**src/rtl/jtframe_8751_mbox.sv**
```systemverilog
// Two-way byte mailbox between the main CPU and the 8751 MCU external-data bus.
// Each direction has a byte latch with full and sticky overrun flags, plus interrupts toward both sides.
module jtframe_8751_mbox #(
  parameter logic [15:0] MCU_ADDR  = 16'h0000,
  parameter int unsigned INT_PULSE = 0
) (
  input  logic        clk,
  input  logic        rst_n,
  input  logic        cen,
  input  logic        main_cs,
  input  logic        main_wr,
  input  logic        main_addr,
  input  logic [7:0]  main_dout,
  output logic [7:0]  main_din,
  output logic        main_irq,
  input  logic        mcu_rd,
  input  logic        mcu_wr,
  input  logic [15:0] x_addr,
  input  logic [7:0]  x_dout,
  output logic [7:0]  x_din,
  output logic        int0n
);

  typedef enum logic { EMPTY = 1'b0, FULL = 1'b1 } box_t;

  box_t       m2s_st, m2s_nx, s2m_st, s2m_nx;
  logic [7:0] m2s, s2m;
  logic       ovr_m2s, ovr_s2m;

  // "Seen low" flags: they reset to 0, so a strobe held across reset must
  // drop and rise again before it counts as an access.
  logic main_lo, rd_lo, wr_lo;

  logic main_edge, x_hit;
  logic m2s_load, m2s_drain, s2m_load, s2m_drain, stat_rd;
  logic m2s_ovr_set, s2m_ovr_set;

  assign main_edge = main_cs & main_lo;
  assign x_hit     = (x_addr == MCU_ADDR);

  assign m2s_load  = main_edge &  main_wr & ~main_addr;
  assign s2m_drain = main_edge & ~main_wr & ~main_addr;
  assign stat_rd   = main_edge & ~main_wr &  main_addr;
  assign m2s_drain = cen & mcu_rd & rd_lo & x_hit;
  assign s2m_load  = cen & mcu_wr & wr_lo & x_hit;

  // A concurrent drain frees the slot, so a load in that cycle is no overrun.
  assign m2s_ovr_set = m2s_load & (m2s_st == FULL) & ~m2s_drain;
  assign s2m_ovr_set = s2m_load & (s2m_st == FULL) & ~s2m_drain;

  always_comb begin
    m2s_nx = m2s_st;
    s2m_nx = s2m_st;
    if (m2s_load)       m2s_nx = FULL;
    else if (m2s_drain) m2s_nx = EMPTY;
    if (s2m_load)       s2m_nx = FULL;
    else if (s2m_drain) s2m_nx = EMPTY;
  end

  always_ff @(posedge clk or negedge rst_n) begin
    if (!rst_n) begin
      m2s_st <= EMPTY;
      s2m_st <= EMPTY;
    end else begin
      m2s_st <= m2s_nx;
      s2m_st <= s2m_nx;
    end
  end

  always_ff @(posedge clk or negedge rst_n) begin
    if (!rst_n) begin
      main_lo <= 1'b0;
      rd_lo   <= 1'b0;
      wr_lo   <= 1'b0;
    end else begin
      main_lo <= ~main_cs;
      if (cen) begin
        rd_lo <= ~mcu_rd;
        wr_lo <= ~mcu_wr;
      end
    end
  end

  always_ff @(posedge clk or negedge rst_n) begin
    if (!rst_n) begin
      m2s     <= '0;
      s2m     <= '0;
      ovr_m2s <= 1'b0;
      ovr_s2m <= 1'b0;
    end else begin
      if (m2s_load) m2s <= main_dout;
      if (s2m_load) s2m <= x_dout;
      ovr_m2s <= (ovr_m2s & ~stat_rd) | m2s_ovr_set;
      ovr_s2m <= (ovr_s2m & ~stat_rd) | s2m_ovr_set;
    end
  end

  always_ff @(posedge clk or negedge rst_n) begin
    if (!rst_n) begin
      main_din <= '0;
      main_irq <= 1'b0;
    end else begin
      main_irq <= (s2m_st == FULL);
      if (s2m_drain)
        main_din <= s2m;
      else if (stat_rd)
        main_din <= {4'b0, ovr_s2m, ovr_m2s, s2m_st == FULL, m2s_st == FULL};
    end
  end

  // Captured byte is held for the whole read; between reads x_din tracks m2s.
  always_ff @(posedge clk or negedge rst_n) begin
    if (!rst_n) begin
      x_din <= '0;
    end else if (cen) begin
      if (m2s_drain || !mcu_rd) x_din <= m2s;
    end
  end

  generate
    if (INT_PULSE == 0) begin : g_level
      assign int0n = (m2s_st == EMPTY);
    end else begin : g_pulse
      localparam int unsigned CW = $clog2(INT_PULSE + 1);
      logic [CW-1:0] cnt;

      always_ff @(posedge clk or negedge rst_n) begin
        if (!rst_n)
          cnt <= '0;
        else if (m2s_load)
          cnt <= CW'(INT_PULSE);
        else if (m2s_drain)
          cnt <= '0;
        else if (cen && cnt != '0)
          cnt <= cnt - CW'(1);
      end

      assign int0n = (cnt == '0);
    end
  endgenerate

endmodule
```
**config.mk**
```make
export PLATFORM = sky130hd
export DESIGN_NAME = jtframe_8751_mbox
export DESIGN_NICKNAME = d
export VERILOG_FILES = /design/src/rtl/jtframe_8751_mbox.sv
export SDC_FILE = /design/constraint.sdc
export NUM_CORES = 1
export LEC_CHECK = 0
export ABC_AREA = 1
export BUFFER_PORTS_ARGS = -buffer_cell sky130_fd_sc_hd__buf_2
export CAP_MARGIN = 10
export CORE_AREA = 5 5 72 74
export DETAILED_ROUTE_END_ITERATION = 16
export DIE_AREA = 0 0 77 79
export PLACE_DENSITY = 0.66
export SYNTH_ARGS = -nofsm -noshare
export SYNTH_HDL_FRONTEND = slang
export SYNTH_SLANG_ARGS = --single-unit
export TNS_END_PERCENT = 5
```
**constraint.sdc**
```tcl
create_clock -name clk -period 2 [get_ports clk]
set_input_delay 0.6 -clock clk [delete_from_list [all_inputs] [get_ports clk]]
set_output_delay 0.6 -clock clk [all_outputs]
set_load 0.05 [all_outputs]
```
After elaboration in Yosys (flattened, before gate mapping):

Cells that the tools add are included.

* mux-type cells: 6
* bitwise operators: 29
* reductions and logical operators: 7

Operators by type and width (number)
* 1-bit AND: 18
* 16-bit zero test: 1
* 8-bit two-way mux: 2
* 1-bit NOT: 9
* 2-bit nonzero test: 3
* 1-bit two-way mux: 4
* 1-bit bitwise OR: 2
* 2-bit AND reduction: 1
* 1-bit zero test: 1
* 1-bit logical OR: 1

* flip-flop bits (word level): 40
* input bits: 40
* word-level logic and storage cells: 54

Logic depth before layout (Yosys ltp):

Gate-level depths: netlist of run 1.

* depth in word-level cells: 6
* depth in mapped cells: 8
* depth with buffers taken out: 8

Least setup slack after synthesis of run 1:

Ideal clock, no wire load.

* path kind: in2reg
* from: input x_addr[15]
* to: register x_din[0]
* library setup time: 0.119 ns
* arrival time: 1.304 ns
* path slack: 0.577 ns
* stages: 8
* cells stage by stage: nor2_1 -> nand2_1 -> nor2_4 -> nand3_2 -> nand2_4 -> nand2_4 -> nand2_1 -> nand2_1

* longest elaborated chain between the ends: 4

RTL lines
* start: declaration: line 18 `input logic [15:0] x_addr,`
* 16-bit zero test: line 39 `assign x_hit = (x_addr == MCU_ADDR);`
* 1-bit AND: line 44 `assign m2s_drain = cen & mcu_rd & rd_lo & x_hit;`
* 1-bit logical OR: line 116 `if (m2s_drain || !mcu_rd) x_din <= m2s;`
* 2-bit AND reduction (no line)
* end signal: assignment: line 116
* end: declaration: line 20 `output logic [7:0] x_din,`

Every way passes these cells.
A chain may end at the register's enable or synchronous reset.

Worst setup path in the final report of run 1:

* from: register m2s_st
* to: output int0n

* longest elaborated chain between the ends: 1

RTL lines
* start: declaration: line 26 `box_t m2s_st, m2s_nx, s2m_st, s2m_nx;`
* start signal: assignment: line 65 `m2s_st <= m2s_nx;`
* 1-bit NOT: line 122 `assign int0n = (m2s_st == EMPTY);`
* end: declaration: line 21 `output logic int0n`

Every way passes these cells.

==> out/qor.yml, run 1 <==
pwr:
  p_int_mw: 1.25
  p_sw_share_pct: 31.1
  p_clk_share_pct: 27.2
  vdd_drop_max_v: 0.000346
  netSwitchingPower_mw: 0.564
  power.density_nw_per_um2: 855
  power_frac_seq_pct: 51.8
  p_leak_nw: 1.15
  power.share.combinational_pct: 21.0
worst_setup_path:
  critPathArrivalTime_ns: 1.01
  cp_top_family: "flip-flops"
  cp_max_fo: 2
  endpoint_kind: "output pin"
  path_buf_inv: 2
  worstPathRequired_ns: 1.40
  crit_type: "reg2out"
  cp_cell_sequence: "inv_1, buf_2"
  cp_slowest_cell: "dfrtp_1"
  slowest_delay_ns: 0.38
  startpoint_type: "flop"
final_layout:
  regArea_sq_um: 1000
  final_layout_size_suffix_gt1_share_pct: 41.3
  area_growth_pct: 25.2
  fillers: 469
  final_common_cell: "buf_2"
  final_cells: 277
  multi_input_area_sq_um: 617
  antenna_cells: 0
  nets: 263
  layout_common_cells: "57 x buf_2, 45 x nand2_1, 40 x dfrtp_1"
grt:
  grt_pass1_vias: 1333
  use_met3_pct: 3.85
  grt_max_degree: 41
  antenna_found_initial: 0
  met1_usage_pct: 12.5
  grt-ovfl-total: 0
  grt_pass1_wl_microns: 5800
  grt_usage_pct: 11.7
  use_met2_pct: 21.6
  grt-busiest-layer: "met2"
synth:
  synth_area_sq_um: 1690
  postSynthCellCount: 160
  ys_ff_latch: 40
  seq_area_frac_synth_pct: 59.1
  syn_avg_cell_area_sq_um: 10.6
  ys_types: 21
  synth.net_count: 200
  ys_warn_count: 0
floorplan:
  design.core.area_sq_um: 4540
  rows: 25
  start_util_pct: 37.3
  ios: 58
  die_h_microns: 79
  fp.dieW_microns: 77
  dieArea_sq_um: 6080
clocking:
  clk_path_buf_depth: 2
  cts_max_level: 2
  clkTransAtPathRegs_ns: 0.07
  cts_made_buffers: 5
  root_buffer: "clkbuf_8"
  holdBufCountCts: 0
  cts_tree: "done"
  cts.sinks: 40
  cts_resized: 0
  post-cts-setup-buffers: 0
  clock_latency_ns: 0.28
route:
  drt_iter0_drc: 19
  drc: 0
  detail-route-antenna-nets: 0
  first_pass_iters: 4
  wl_per_cell_microns: 12.0
  viasPerCell: 4.55
  wl_microns: 3330
  vias: 1259
timing:
  fin_skew_ns: 0.00330
  relSlewSlack_pct: 67.3
  setup-violations-final: 0
  min_period_over_period_pct: 80.7
  min_period_ns: 1.61
  hold_viol_final: 0
  setup_tns_ns: 0
  maxSlewViolCount: 0
  max_freq_ghz: 0.620
  rsz0062_at_grt: "no"
  worst_slew_pin_slew_ns: 0.490
placement:
  port_buffers: 57
  hpwl_microns: 2570
  dp.cells: 270
  gp_congestion: 0.731
min_path:
  hp-class: "in2async"
run_status:
  status: "completed"
run:
  drv_cap: 0
sequential cells by signal (all words and copies together), names as in the netlist:
signal    cells
main_din      8
wr_lo         1
ovr_m2s       1
m2s           8
x_din         8
ovr_s2m       1
rd_lo         1
s2m           8
m2s_st        1
s2m_st        1
main_irq      1
main_lo       1
stage by stage:
stage / total power, mW / cell area, sq um / hold WS (ns) / worst slack, ns / utilization (%)
3_3_place_gp: 1.34 / 2040 / 0.384 / 0.291 / 44.9
5_1_grt: 1.91 / 2120 / 0.405 / 0.317 / 46.7
3_5_place_dp: 1.34 / 2040 / 0.392 / 0.250 / 44.9
4_1_cts: 1.84 / 2120 / 0.376 / 0.361 / 46.7
2_1_floorplan: 1.21 / 1690 / 0.304 / 0.577 / -
6_report: 1.81 / 2120 / 0.364 / 0.387 / 46.7
routing by layer:
metal  vias to the layer above  share of wire (%)
met5                         -                  0
met4                         0                1.0
met3                         2                6.8
met2                        32                 52
met1                       584                 41
li1                        641                  -
power groups by stage:
stage | registers, mW | logic, mW | clock network, mW
floorplan | 1.10 | 0.111 | 0
global placement | 0.955 | 0.382 | 0
detailed placement | 0.956 | 0.388 | 0
CTS | 0.940 | 0.388 | 0.516
global route | 0.952 | 0.412 | 0.546
finish | 0.939 | 0.381 | 0.492
logic make-up (layout without fill, tap and decap cells):
group           count (synthesis)  in the layout  synth area share [%]
compound gates                 18             18                  8.72
buf+inv                        18             81                  4.43
flops                          40             40                  59.1
mux                             8              8                  5.32
simple gates                   76             76                  22.4
worst reg2reg max path: cells and delay by family, from the launching register on:
kind | cells | cell delay (ns)
flip-flops | 1 | 0.39
AND/OR/NAND/NOR | 4 | 0.53
AO/OA/AOI/OAI | 1 | 0.08
buffers and inverters | 1 | 0.14
final timing paths:
check,startpoint,to,slack (ns),cells past startpoint
worst min register to register,s2m_st,main_irq,0.41,0
worst max register to register,main_lo,main_din[2],0.78,6
max in group asynchronous,rst_n,main_din[3],1.29,2
worst max-delay path,m2s_st,int0n,0.39,2
min in group clk,s2m_st,main_irq,0.41,0
worst min-delay path,rst_n,x_din[0],0.36,2
area by class of cell:
type / instances / area share [%]
Sequential cell: 40 / 47.2
Timing Repair Buffer: 58 / 13.8
Inverter: 16 / 2.83
Multi-Input combinational cell: 102 / 29.1
Clock inverter: 2 / 0.590
Tap cell: 54 / 3.19
Clock buffer: 5 / 3.25
synthesized netlist by cell type:
| cell type | number | area share [%] |
|---|---|---|
| a22o_1 | 4 | 2.1 |
| buf_6 | 1 | 0.67 |
| clkbuf_1 | 1 | 0.22 |
| dfrtp_1 | 40 | 59 |
| inv_1 | 13 | 2.9 |
| inv_2 | 3 | 0.67 |
| mux2_1 | 2 | 1.3 |
| mux2_2 | 6 | 4.0 |
| nand2_1 | 45 | 10 |
| nand2_2 | 1 | 0.37 |
| nand2_4 | 2 | 1.3 |
| nand3_1 | 10 | 3.0 |
| nand3_2 | 1 | 0.59 |
| nand4_4 | 2 | 2.5 |
| nor2_1 | 12 | 2.7 |
| nor2_4 | 3 | 2.0 |
| o211ai_1 | 2 | 0.89 |
| o21a_1 | 1 | 0.44 |
| o21ai_1 | 1 | 0.30 |
| o21ai_2 | 9 | 4.7 |
| o22ai_1 | 1 | 0.37 |
No activity file was read; power rests on OpenSTA's default activity.
==> inputs of run 2 (changes only) <==
--- a/config.mk
+++ b/config.mk
@@ -11,7 +11,7 @@
 export CORE_AREA = 5 5 72 74
 export DETAILED_ROUTE_END_ITERATION = 16
 export DIE_AREA = 0 0 77 79
-export PLACE_DENSITY = 0.66
+export PLACE_DENSITY = 0.68
 export SYNTH_ARGS = -nofsm -noshare
 export SYNTH_HDL_FRONTEND = slang
 export SYNTH_SLANG_ARGS = --single-unit
==> constraint.sdc (replaced) <==
create_clock -name clk -period 1.4 [get_ports clk]
set_input_delay 0.42 -clock clk [delete_from_list [all_inputs] [get_ports clk]]
set_output_delay 0.42 -clock clk [all_outputs]
set_load 0.05 [all_outputs]
==> out/qor.yml, run 2 (synthesis gave the netlist of run 1 again) <==
pwr:
  total_power_mw: 2.60  # +44%
  p_leak_nw: 1.17  # +2.0%
  vdd_drop_max_v: 0.000499  # +44%
  power.density_nw_per_um2: 1200  # +40%
timing:
  relSlewSlack_pct: 83.1  # +16 points
  fin_skew_ns: 0.00314  # -0.000166 ns
  maxSlewViolCount: 0  # unchanged
  worst_slew_pin_slew_ns: 0.255  # -0.235 ns
  min_period_ns: 1.34
  hold_viol_final: 0  # unchanged
  min_period_over_period_pct: 95.4
  hold_ws_ns: 0.0976  # -0.267 ns
  setup_tns_ns: 0  # unchanged
  max_freq_ghz: 0.749
  rsz0062_at_grt: "no"
  fin_ws_ns: 0.0646  # -0.322 ns
  setup-violations-final: 0  # unchanged
clocking:
  holdBufCountCts: 0  # unchanged
  clkTransAtPathRegs_ns: 0.07  # about the same
  cts.sinks: 40  # unchanged
  clock_latency_ns: 0.28  # about the same
  cts_tree: "done"
  root_buffer: "clkbuf_8"
  clk_path_buf_depth: 2  # unchanged
  post-cts-setup-buffers: 0  # unchanged
  cts_made_buffers: 5  # unchanged
  cts_max_level: 2  # unchanged
placement:
  hpwl_microns: 2640  # +2.8%
  post-place-ws_ns: -0.0440  # -0.294 ns
  gp_congestion: 0.767  # +5.0%
  dp.cells: 273  # +1.1%
  port_buffers: 57  # unchanged
  place_area_sq_um: 2090  # +2.3%
worst_setup_path:
  cp_top_family: "flip-flops"
  path_buf_inv: 1  # -1
  slowest_delay_ns: 0.36  # -0.02 ns
  critPathArrivalTime_ns: 0.92  # -0.09 ns
  crit_type: "reg2out"
  worstPathRequired_ns: 0.98  # -0.42 ns
  ff2ff_setup_slack_ns: 0.22  # -0.56 ns
  endpoint_kind: "output pin"
  cp_cell_sequence: "buf_2"
  cp_max_fo: 2  # unchanged
  cp_slowest_cell: "dfrtp_1"
  startpoint_type: "flop"
run_status:
  status: "completed"
grt:
  grt-ovfl-total: 0  # unchanged
  grt_pass1_wl_microns: 6020  # +3.8%
  antenna_found_initial: 0  # unchanged
  grt_pass1_vias: 1296  # -2.8%
  grt_usage_pct: 12.3  # +0.61 points
  grt_max_degree: 41  # unchanged
floorplan:
  ios: 58  # unchanged
  start_util_pct: 37.3  # unchanged
  rows: 25  # unchanged
  fp.dieW_microns: 77  # unchanged
  die_h_microns: 79  # unchanged
  dieArea_sq_um: 6080  # unchanged
  design.core.area_sq_um: 4540  # unchanged
route:
  detail-route-antenna-nets: 0  # unchanged
  wl_met1_microns: 1390  # +2.6%
  viasPerCell: 4.58  # +0.74%
  vias: 1282  # +1.8%
  first_pass_iters: 4  # unchanged
  wl_met3_microns: 228  # +0.44%
  wl_microns: 3450  # +3.6%
  drc: 0  # unchanged
  wl_met2_microns: 1760  # +2.6%
  drt_iter0_drc: 81  # +62
  top_layer: "met4"
  wl_per_cell_microns: 12.3  # +2.5%
final_layout:
  antenna_cells: 0  # unchanged
  final_cells: 280  # +1.1%
  fillers: 440  # -6.2%
  layout_common_cells: "55 x buf_2, 45 x nand2_1, 40 x dfrtp_1"
  final_common_cell: "buf_2"
  area_growth_pct: 28.3
  utilization_pct: 47.9  # +1.2 points
  final_cell_area_sq_um: 2170  # +2.5%
  final_layout_size_suffix_gt1_share_pct: 42.0  # +0.78 points
  nets: 266  # +1.1%
run:
  drv_cap: 0  # unchanged
min_path:
  hp-class: "in2async"
## run 2: changes by cell type in the layout (fill, tap and decap cells not counted), sizes merged
cell,previous run,this run
buf,58,60
clkbuf,5,7
clkinvlp,1,0
## run 2: worst paths after layout
check,from,endpoint,depth (start not counted)
setup / recovery,x_din[6],x_din[6],1
hold / removal,rst_n,m2s[6],2
setup reg to reg,main_lo,main_din[2],6
hold reg to reg,s2m_st,main_irq,0
max in group asynchronous,rst_n,x_din[2],2
min in group clk,main_cs,main_lo,2
## run 2: metal layers
layer / global-route usage (%) / vias up
met1: 14.5 / 592
met3: 4.20 / 6
met2: 20.5 / 36
met5: 0 / -
met4: 5.50 / 0
li1: - / 648
## run 2: layout make-up
type,count,area (sq um),area share [%]
repair buffers,61,349,16.1
clock buffers,6,72.6,3.34
multi-input cells,102,617,28.4
flip-flops and latches,40,1000,46.1
inverters,16,60.1,2.76
clock inverters,1,5.00,0.230
well taps,54,67.6,3.11
## run 2: repair_timing
action / in CTS / in global routing
endpoints found under the setup margin: 1 / 2
pin swaps: 0 / 0
gates resized for setup: 1 / 3
hold endpoints to repair: 0 / 0
gates cloned: 0 / 0
## run 2: report_power, final
part	internal [mW]	switching (mW)
Clock	0.338	0.359
Combinational	0.177	0.379
Sequential	1.28	0.0695
Total	1.80	0.807
